[src/rtl/btn_step_conditioner.sv]
// Button/switch input conditioner: two-flop synchronisers, debounce FSM and a
// one-cycle step pulse that carries the switch value captured at each press.
module btn_step_conditioner #(
    parameter int DEBOUNCE_CYCLES = 1000000,
    parameter int CNT_W           = 20
) (
    input  logic       clk,
    input  logic       reset,
    input  logic       btn,
    input  logic       sw,
    output logic       step,
    output logic       w_out,
    output logic       btn_level,
    output logic [7:0] press_count,
    output logic [1:0] state_dbg
);

    typedef enum logic [1:0] {
        IDLE         = 2'd0,
        PRESS_WAIT   = 2'd1,
        HELD         = 2'd2,
        RELEASE_WAIT = 2'd3
    } state_t;

    localparam logic [CNT_W-1:0] CNT_LAST = CNT_W'(DEBOUNCE_CYCLES - 1);

    logic             r_btn_meta;
    logic             r_btn_sync;
    logic             r_sw_meta;
    logic             r_sw_sync;
    state_t           r_state;
    state_t           w_next_state;
    logic [CNT_W-1:0] r_cnt;
    logic [CNT_W-1:0] w_next_cnt;
    logic             w_accept;
    logic             w_release;
    logic             r_step;
    logic             r_w_out;
    logic             r_btn_level;
    logic [7:0]       r_press_count;

    always_ff @(posedge clk or negedge reset) begin
        if (!reset) begin
            r_btn_meta <= 1'b0;
            r_btn_sync <= 1'b0;
            r_sw_meta  <= 1'b0;
            r_sw_sync  <= 1'b0;
        end else begin
            r_btn_meta <= btn;
            r_btn_sync <= r_btn_meta;
            r_sw_meta  <= sw;
            r_sw_sync  <= r_sw_meta;
        end
    end

    // The counter only advances while waiting, so it cannot pass CNT_LAST.
    always_comb begin
        w_next_state = r_state;
        w_next_cnt   = r_cnt;
        w_accept     = 1'b0;
        w_release    = 1'b0;
        case (r_state)
            IDLE: begin
                if (r_btn_sync) begin
                    w_next_state = PRESS_WAIT;
                    w_next_cnt   = '0;
                end
            end
            PRESS_WAIT: begin
                if (!r_btn_sync) begin
                    w_next_state = IDLE;
                end else if (r_cnt == CNT_LAST) begin
                    w_next_state = HELD;
                    w_accept     = 1'b1;
                end else begin
                    w_next_cnt = r_cnt + CNT_W'(1);
                end
            end
            HELD: begin
                if (!r_btn_sync) begin
                    w_next_state = RELEASE_WAIT;
                    w_next_cnt   = '0;
                end
            end
            RELEASE_WAIT: begin
                if (r_btn_sync) begin
                    w_next_state = HELD;
                end else if (r_cnt == CNT_LAST) begin
                    w_next_state = IDLE;
                    w_release    = 1'b1;
                end else begin
                    w_next_cnt = r_cnt + CNT_W'(1);
                end
            end
            default: begin
                w_next_state = IDLE;
                w_next_cnt   = '0;
            end
        endcase
    end

    always_ff @(posedge clk or negedge reset) begin
        if (!reset) begin
            r_state <= IDLE;
            r_cnt   <= '0;
        end else begin
            r_state <= w_next_state;
            r_cnt   <= w_next_cnt;
        end
    end

    // Everything that accompanies an accepted press is registered on the same edge.
    always_ff @(posedge clk or negedge reset) begin
        if (!reset) begin
            r_step        <= 1'b0;
            r_w_out       <= 1'b0;
            r_btn_level   <= 1'b0;
            r_press_count <= 8'd0;
        end else begin
            r_step <= w_accept;
            if (w_accept) begin
                r_w_out       <= r_sw_sync;
                r_btn_level   <= 1'b1;
                r_press_count <= r_press_count + 8'd1;
            end else if (w_release) begin
                r_btn_level <= 1'b0;
            end
        end
    end

    assign step        = r_step;
    assign w_out       = r_w_out;
    assign btn_level   = r_btn_level;
    assign press_count = r_press_count;
    assign state_dbg   = r_state;

endmodule

[config.mk]
export PLATFORM = sky130hd
export DESIGN_NAME = btn_step_conditioner
export DESIGN_NICKNAME = d
export VERILOG_FILES = /design/src/rtl/btn_step_conditioner.sv
export SDC_FILE = /design/constraint.sdc
export NUM_CORES = 1
export LEC_CHECK = 0
export CAP_MARGIN = 20
export CELL_PAD_IN_SITES_DETAIL_PLACEMENT = 0
export CELL_PAD_IN_SITES_GLOBAL_PLACEMENT = 2
export CORE_MARGIN = 4
export CORE_UTILIZATION = 33
export CTS_CLUSTER_DIAMETER = 50
export CTS_CLUSTER_SIZE = 20
export DETAILED_ROUTE_END_ITERATION = 16
export PLACE_DENSITY = 0.82
export SLEW_MARGIN = 0
export SYNTH_ARGS = -nofsm -noshare
export SYNTH_HDL_FRONTEND = slang
export SYNTH_SLANG_ARGS = --single-unit
[constraint.sdc]
create_clock -name clk -period 1.85 [get_ports clk]
set_input_delay 0.185 -clock clk [delete_from_list [all_inputs] [get_ports clk]]
set_output_delay 0.185 -clock clk [all_outputs]
set_load 0.02 [all_outputs]
# [Yosys cells after proc, flatten, opt, wreduce, memory -nomap -nowiden]
# Index checks and enable logic that the tools add are counted.
[totals] elab_cells=46 inputBits=4 regBits=37 memories=0 latchBits=0 romBits=0 output_inout_bits=13 ram_bits=0
[op_classes] reduce_logical=4 eq_ne=10 order_cmp=0 div_mod_pow=0 add_sub_neg=2 bitwise=0 n_shift=0 muxes=20 multipliers=0
[ops] operator="20-bit 2-to-1 mux" n=5
[ops] operator="20-bit case mux with 4 select lines" n=1
[ops] operator="20-bit by 1-bit adder with 20-bit output, second input constant" n=1
[ops] operator="20-bit == test, second input constant" n=1
[ops] operator="2-bit 2-to-1 mux" n=6
[ops] operator="8-bit by 1-bit adder with 8-bit output, second input constant" n=1
[ops] operator="2-bit != test, second input constant" n=4
[ops] operator="2-bit case mux with 4 select lines" n=1
[ops] operator="4-bit AND reduction" n=2
[ops] operator="1-bit 2-to-1 mux" n=7
[ops] operator="3-bit != test, second input constant" n=2
[ops] operator="2-bit == test, second input constant" n=2
[ops] operator="2-bit by 1-bit == test with 1-bit output, second input constant" n=1
[ops] operator="2-bit logical NOT" n=1
[ops] operator="2-bit nonzero test" n=1

# [Depth between registers and ports, before layout]
# Gate-level depths: netlist of the first run.
[logic_depth] word_depth=6 mapped_depth=7 mapped_depth_nobuf=5

# [Least setup slack after synthesis of the first run]
# No wires, ideal clock.
[synth_path] path_type="register to register" start="register r_cnt[0]" end="register r_cnt[18]" required_time_ns=1.781 path_slack_ns=-0.068 path_buffers=0 period_less_slack_ns=1.918 stages_incl_launch_ff=6 setup_time_ns=0.069 t_arrival_ns=1.849 cell_sequence="dfrtp_1 > ha_1 > nand3_2 > or4_4 > or4_1 > nand3_1"
[synth_between] elab_chain_len=4 word_cells_on_any_way=6 classes_between="1 x add/sub; 1 x eq/ne; 4 x mux"
[synth_rtl] item="start: declaration" line_no="33" source="logic [CNT_W-1:0] r_cnt;"
[synth_rtl] item="start signal: assignment" line_no="108" source="r_cnt <= w_next_cnt;"
[synth_rtl] item="20-bit by 1-bit adder with 20-bit output / 20-bit == test (equally long branches)"
[synth_rtl] item="20-bit 2-to-1 mux *" line_no="72, 88"
[synth_rtl] item="20-bit 2-to-1 mux (on tied branches)" line_no="86, 70"
[synth_rtl] item="20-bit case mux with 4 select lines *" line_no="62" source="case (r_state)"
# Every way passes the cells marked *; elsewhere a longest branch is shown, timed or not. The select of a mux whose other input is x is not followed.
# A chain may end at the register's enable or synchronous reset.

# [Final worst setup path of the first run]
[layout_path] start="register r_cnt[1]" end="register r_cnt[18]"
# The elaborated chain is that of the path after synthesis.

==> flow_metrics.py, run 1 <==
metrics = {
    "status": {
        "status": "completed",
    },
    "logic_synthesis": {
        "synth-main-ff-cell": "dfrtp_1",
        "ys_seq_elements": 37,
        "synthMuxAreaShare_pct": 4.13,
        "synth-xor-area-share_pct": 3.88,
        "ys_async_sr_fraction_pct": 100,
        "synth_edf_count": 0,
        "syn_area_per_cell_sq_um": 9.48,
        "synthDistinctLibCells": 49,
        "synthCells": 214,
        "synth_compound_area_share_pct": 11.7,
        "yosys_warnings": 0,
        "synth_top_family_by_area": "simple AND/OR/NAND/NOR gates",
        "ys_seq_area_share_pct": 45.6,
        "postSynthNetCount": 220,
        "syn_area_sq_um": 2030,
        "synth_fa_ha_area_share_pct": 1.23,
        "synth-simple-area-share_pct": 30.1,
    },
    "layout": {
        "final_area_sq_um": 2670,
        "drive_above_1_share_pct": 24.1,
        "multi_input_area_sq_um": 1100,
        "fill_cells": 589,
        "ff_latch_area_sq_um": 927,
        "layout.cells.non_filler": 336,
        "final_nets": 267,
        "synthToLayoutAreaGrowth_pct": 31.8,
        "insertedDiodeCount": 0,
    },
    "clocking": {
        "root_buffer": "clkbuf_8",
        "clock_sinks": 37,
        "numCtsBuffers": 5,
        "cts_tree": "done",
        "cts.clk_slew.worst_paths_ps": 70,
        "htreeDepth": 2,
        "clk_latency_ps": 290,
        "cts_buffer_depth": 2,
    },
    "pwr": {
        "p_per_area_nw_per_um2": 587,
        "p_total_mw": 1.57,
        "ir_worst_vdd_v": 0.000313,
        "leakage_nw": 1.21,
    },
    "floorplan": {
        "io_pins": 17,
        "die_w_microns": 86.4,
        "initial_core_util_pct": 34.1,
        "die_area_sq_um": 7470,
        "rows": 28,
        "dieHeight_microns": 86.4,
        "core_area_sq_um": 5960,
    },
    "routing": {
        "firstDrtPassIters": 4,
        "vias": 1796,
        "drtAntennaViolNets": 0,
        "drcViolationCount": 0,
        "wirelength_mm": 5.39,
        "drtIter0Drc": 126,
        "wire_per_inst_microns": 16.1,
        "vias_per_cell": 5.35,
    },
    "setup_path": {
        "critPathKind": "reg2reg",
        "slowest_stage": "or4_1",
        "slowest_delay_ps": 510,
        "startpoint_type": "register",
        "crit_chain": "ha_4 -> nand3_2 -> or4_4 -> or4_1 -> nand3_1",
        "path_max_fanout": 5,
        "worst_setup_path_end_kind": "register",
        "arrival_ps": 2040,
        "required_ps": 2080,
    },
    "grt": {
        "grt-ovfl-total": 0,
        "antenna_found_initial": 0,
        "grt_pass1_vias": 1826,
        "grt_max_degree": 38,
        "grt_pass1_wl_mm": 9.20,
        "grt_use_total_pct": 15.6,
    },
    "sta": {
        "finalCriticalPeriod_ps": 1820,
        "fin_skew_ps": 9.46,
        "max_freq_ghz": 0.550,
        "relSlewSlack_pct": 67.1,
        "setup_violations": 0,
        "rsz0062_at_grt": "true",
        "final-hold-violation-count": 0,
        "fin_tns_setup_ps": 0,
        "max_slew.worst_pin.slew_ps": 493,
        "fin_crit_sh_pct": 98.3,
        "drv_slew": 0,
    },
    "placement": {
        "portBuffers": 16,
        "dp_cells": 325,
        "post_dp_cell_area_sq_um": 2500,
        "place_congestion": 0.802,
        "hpwl_mm": 3.69,
    },
    "job": {
        "maxCapViolCount": 0,
    },
    "worst_hold_path": {
        "hold_path_class": "in2reg",
    },
}
[sequential cells by signal, indices dropped and copies added, names as in the netlist, named ones only]
register / cells
r_cnt: 20
r_sw_meta: 1
press_count: 8
r_btn_sync: 1
btn_level: 1
step: 1
state_dbg: 1
r_btn_meta: 1
w_out: 1
r_sw_sync: 1
[metal layers]
metal | global-route usage [%] | wire length (microns) | share of wire (%) | vias to the layer above
met5 | 0 | 0 | 0 | -
met3 | 3.23 | 173 | 3.2 | 5
met2 | 23.7 | 2440 | 45 | 38
li1 | - | - | - | 890
met1 | 22.1 | 2740 | 51 | 863
met4 | 5.24 | 47 | 0.87 | 0
[final timing paths]
path | start | slack, ps | cells after the start | to
max | r_cnt[1]$_DFFE_PN0P_ | 30 | 5 | r_cnt[18]$_DFFE_PN0P_
min | btn | 330 | 1 | r_btn_meta$_DFF_PN0_
max reg2reg | r_cnt[1]$_DFFE_PN0P_ | 30 | 5 | r_cnt[18]$_DFFE_PN0P_
min reg2reg | r_btn_meta$_DFF_PN0_ | 360 | 0 | r_btn_sync$_DFF_PN0_
max in group asynchronous | reset | 1020 | 3 | r_cnt[11]$_DFFE_PN0P_
min in group asynchronous | reset | 470 | 3 | r_cnt[9]$_DFFE_PN0P_
[cells in the final DEF (no fill, tap or decap), types with 2 or more instances in the layout]
cell type	count
nand3_1	14
or4_1	3
nor2_1	9
a21o_1	2
o311ai_0	3
clkbuf_8	6
a31oi_1	2
nand4_1	5
xor2_1	7
a211o_1	2
o21ai_0	7
mux2_4	2
mux2i_1	5
and4b_1	2
nor4_1	5
and3_1	6
nand2_1	28
and4_1	3
clkdlybuf4s50_1	15
dfrtp_1	36
nor3_2	3
inv_1	2
buf_4	36
o211ai_1	4
a221o_1	6
nor3_1	16
[worst max-delay path: cells and delay by family (launching register included)]
family | cells | cell delay (ps)
AND/OR/NAND/NOR | 4 | 1170
flip-flops | 1 | 410
adder cells (fa/ha/maj) | 1 | 180
[layout make-up]
| type | count | share of cell area, % |
|---|---|---|
| Clock buffer | 7 | 3.23 |
| Inverter | 3 | 0.421 |
| Multi-Input combinational cell | 160 | 41.1 |
| Sequential cell | 37 | 34.7 |
| Tap cell | 75 | 3.51 |
| Timing Repair Buffer | 54 | 17.0 |
[per-stage QoR]
step	hold slack, ps	setup WS [ps]	utilization [%]
after global placement	267	-16.5	42.0
final	332	30.7	44.9
after floorplan	-111	24.0	-
after global routing	329	-16.6	44.9
after CTS	321	42.2	43.7
after detailed placement	273	-27.1	42.0
[synth_stat cells, types with 4 or more instances]
| library cell | count | area (sq um) |
|---|---|---|
| a221o_1 | 6 | 60.1 |
| and3_1 | 7 | 43.8 |
| clkbuf_1 | 7 | 26.3 |
| dfrtp_1 | 37 | 926 |
| mux2i_1 | 5 | 50.1 |
| nand2_1 | 28 | 105 |
| nand3_1 | 14 | 70.1 |
| nand4_1 | 5 | 31.3 |
| nor2_1 | 9 | 33.8 |
| nor3_1 | 19 | 95.1 |
| nor4_1 | 5 | 31.3 |
| o211ai_1 | 4 | 30.0 |
| o21ai_0 | 7 | 35.0 |
| xor2_1 | 7 | 61.3 |
[where the power goes]
part	leakage [nW]	switching, mW	internal, mW
logic	0.665	0.0807	0.0633
clock network	0.0443	0.293	0.296
registers	0.502	0.0142	0.823
total	1.21	0.388	1.18
[logic make-up after synthesis]
group / count (synthesis)
mux: 8
buf+inv: 17
flops: 37
fa+ha+maj: 2
compound gates: 31
xor+xnor: 9
simple gates: 110
[what timing repair did]
item | 4_1_cts | 5_1_grt
endpoints found under the hold margin | 37 | 0
cloned | 0 | 0
setup buffers | 0 | 3
pin swaps | 0 | 2
endpoints found under the setup margin | 6 | 9
hold buffers | 1 | 0
gates resized for setup | 1 | 10
(Power assumes the default switching activity.)
==> run 2: changes to the inputs <==
CTS_CLUSTER_SIZE = default   (was 20)
SKIP_CTS_REPAIR_TIMING = 1   (was default)
==> flow_metrics.py, run 2 (same netlist as run 1, synthesis figures left out) <==
metrics = {
    "sta": {
        "relSlewSlack_pct": 67.2,
        "max_freq_ghz": 0.549,
        "max_slew.worst_pin.slew_ps": 492,
        "setup_slack_ps": 28.5,
        "drv_slew": 0,
        "fin_crit_sh_pct": 98.5,
        "final-hold-violation-count": 0,
        "fin_skew_ps": 10.2,
        "setup_violations": 0,
        "finalCriticalPeriod_ps": 1820,
        "rsz0062_at_grt": "true",
        "fin_tns_setup_ps": 0,
    },
    "layout": {
        "final_nets": 266,
        "drive_above_1_share_pct": 23.8,
        "largest_reg_flops": 20,
        "synthToLayoutAreaGrowth_pct": 31.0,
        "final_util_pct": 44.6,
        "layout_common_cells": "dfrtp_1, buf_4, nand2_1, nor3_1, clkdlybuf4s50_1",
        "final_common_cell": "dfrtp_1",
        "regMostFlops": "r_cnt",
        "insertedDiodeCount": 0,
        "layout.cells.non_filler": 335,
    },
    "setup_path": {
        "startpoint_type": "register",
        "path_max_fanout": 4,
        "critPathKind": "reg2reg",
        "arrival_ps": 1990,
        "worst_setup_path_end_kind": "register",
        "required_ps": 2020,
    },
    "clocking": {
        "clk_latency_ps": 290,
        "root_buffer": "clkbuf_8",
        "clock_sinks": 37,
        "htreeDepth": 2,
        "cts_tree": "done",
        "cts_buffer_depth": 2,
        "numCtsBuffers": 5,
        "cts.clk_slew.worst_paths_ps": 80,
    },
    "floorplan": {
        "die_area_sq_um": 7470,
        "die_w_microns": 86.4,
        "core_area_sq_um": 5960,
        "rows": 28,
        "io_pins": 17,
        "dieHeight_microns": 86.4,
        "initial_core_util_pct": 34.1,
    },
    "pwr": {
        "p_total_mw": 1.56,
        "ir_worst_vdd_v": 0.000309,
        "p_per_area_nw_per_um2": 588,
        "leakage_nw": 1.20,
    },
    "placement": {
        "place_congestion": 0.802,
        "portBuffers": 16,
        "dp_cells": 325,
        "pre_cts_ws_ps": -27.1,
        "hpwl_mm": 3.69,
    },
    "routing": {
        "wirelength_mm": 5.32,
        "vias_per_cell": 5.31,
        "firstDrtPassIters": 4,
        "wire_per_inst_microns": 15.9,
        "drcViolationCount": 0,
        "drtAntennaViolNets": 0,
        "vias": 1779,
        "drtIter0Drc": 124,
    },
    "job": {
        "maxCapViolCount": 0,
    },
    "status": {
        "status": "completed",
    },
    "grt": {
        "grt_use_total_pct": 15.6,
        "antenna_found_initial": 0,
        "grt_max_degree": 38,
        "grt_pass1_wl_mm": 9.16,
        "busiest_layer": "met2",
        "met3_usage_pct": 3.33,
        "grtUsageMet2_pct": 23.6,
        "met1_usage_pct": 22.0,
        "grt-ovfl-total": 0,
        "grt_pass1_vias": 1820,
    },
    "worst_hold_path": {
        "hold_path_class": "in2reg",
    },
}
## run 2: cell types whose count changed in the layout (fill, tap and decap cells not counted)
cell / delta
buf_4: -1
mux2_4: -2
mux2_2: +2
## run 2: worst max-delay path, stage by stage (launching register included)
cell and delay, ps:
dfrtp_1 420, nor4b_4 330, nand4_1 260, nor3_2 210, buf_4 160, mux2_2 320
## run 2: worst paths after layout
check | end | slack, ps | startpoint | cells after the start
max | w_out$_DFFE_PN0P_ | 30 | r_cnt[13]$_DFFE_PN0P_ | 5
min | r_btn_meta$_DFF_PN0_ | 330 | btn | 1
max reg2reg | w_out$_DFFE_PN0P_ | 30 | r_cnt[13]$_DFFE_PN0P_ | 5
min reg2reg | r_btn_sync$_DFF_PN0_ | 360 | r_btn_meta$_DFF_PN0_ | 0
max in group asynchronous | w_out$_DFFE_PN0P_ | 1020 | reset | 3
min in group asynchronous | r_cnt[9]$_DFFE_PN0P_ | 470 | reset | 3
## run 2: final cells by class
class,count,area (sq um)
Multi-Input combinational cell,160,1090
Sequential cell,37,927
Clock buffer,7,86.3
Fill cell,591,3300
Inverter,3,11.3
Tap cell,75,93.8
Timing Repair Buffer,53,448
## run 2: through the flow
stage          instance area, sq um  hold slack, ps
2_1_floorplan                  2030            -111
3_3_place_gp                   2500             267
3_5_place_dp                   2500             273
4_1_cts                        2580           -43.5
5_1_grt                        2660             329
6_report                       2660             333
## run 2: metal layers
metal / vias to the layer above / wire [microns]
li1: 889 / -
met1: 857 / 2700
met2: 28 / 2410
met3: 5 / 158
met4: 0 / 47
met5: - / 0
## run 2: report_power, final
part	switching [mW]	leakage (nW)	total (mW)	internal, mW
logic	0.0803	0.658	0.141	0.0605
clock network	0.289	0.0443	0.585	0.296
registers	0.0137	0.502	0.837	0.823
==> run 3: changes to the inputs <==
ABC_CLOCK_PERIOD_IN_PS = 1850   (was default)
==> results of run 3 <==
Same layout as run 2: the final DEF is identical, and so are final timing and power.
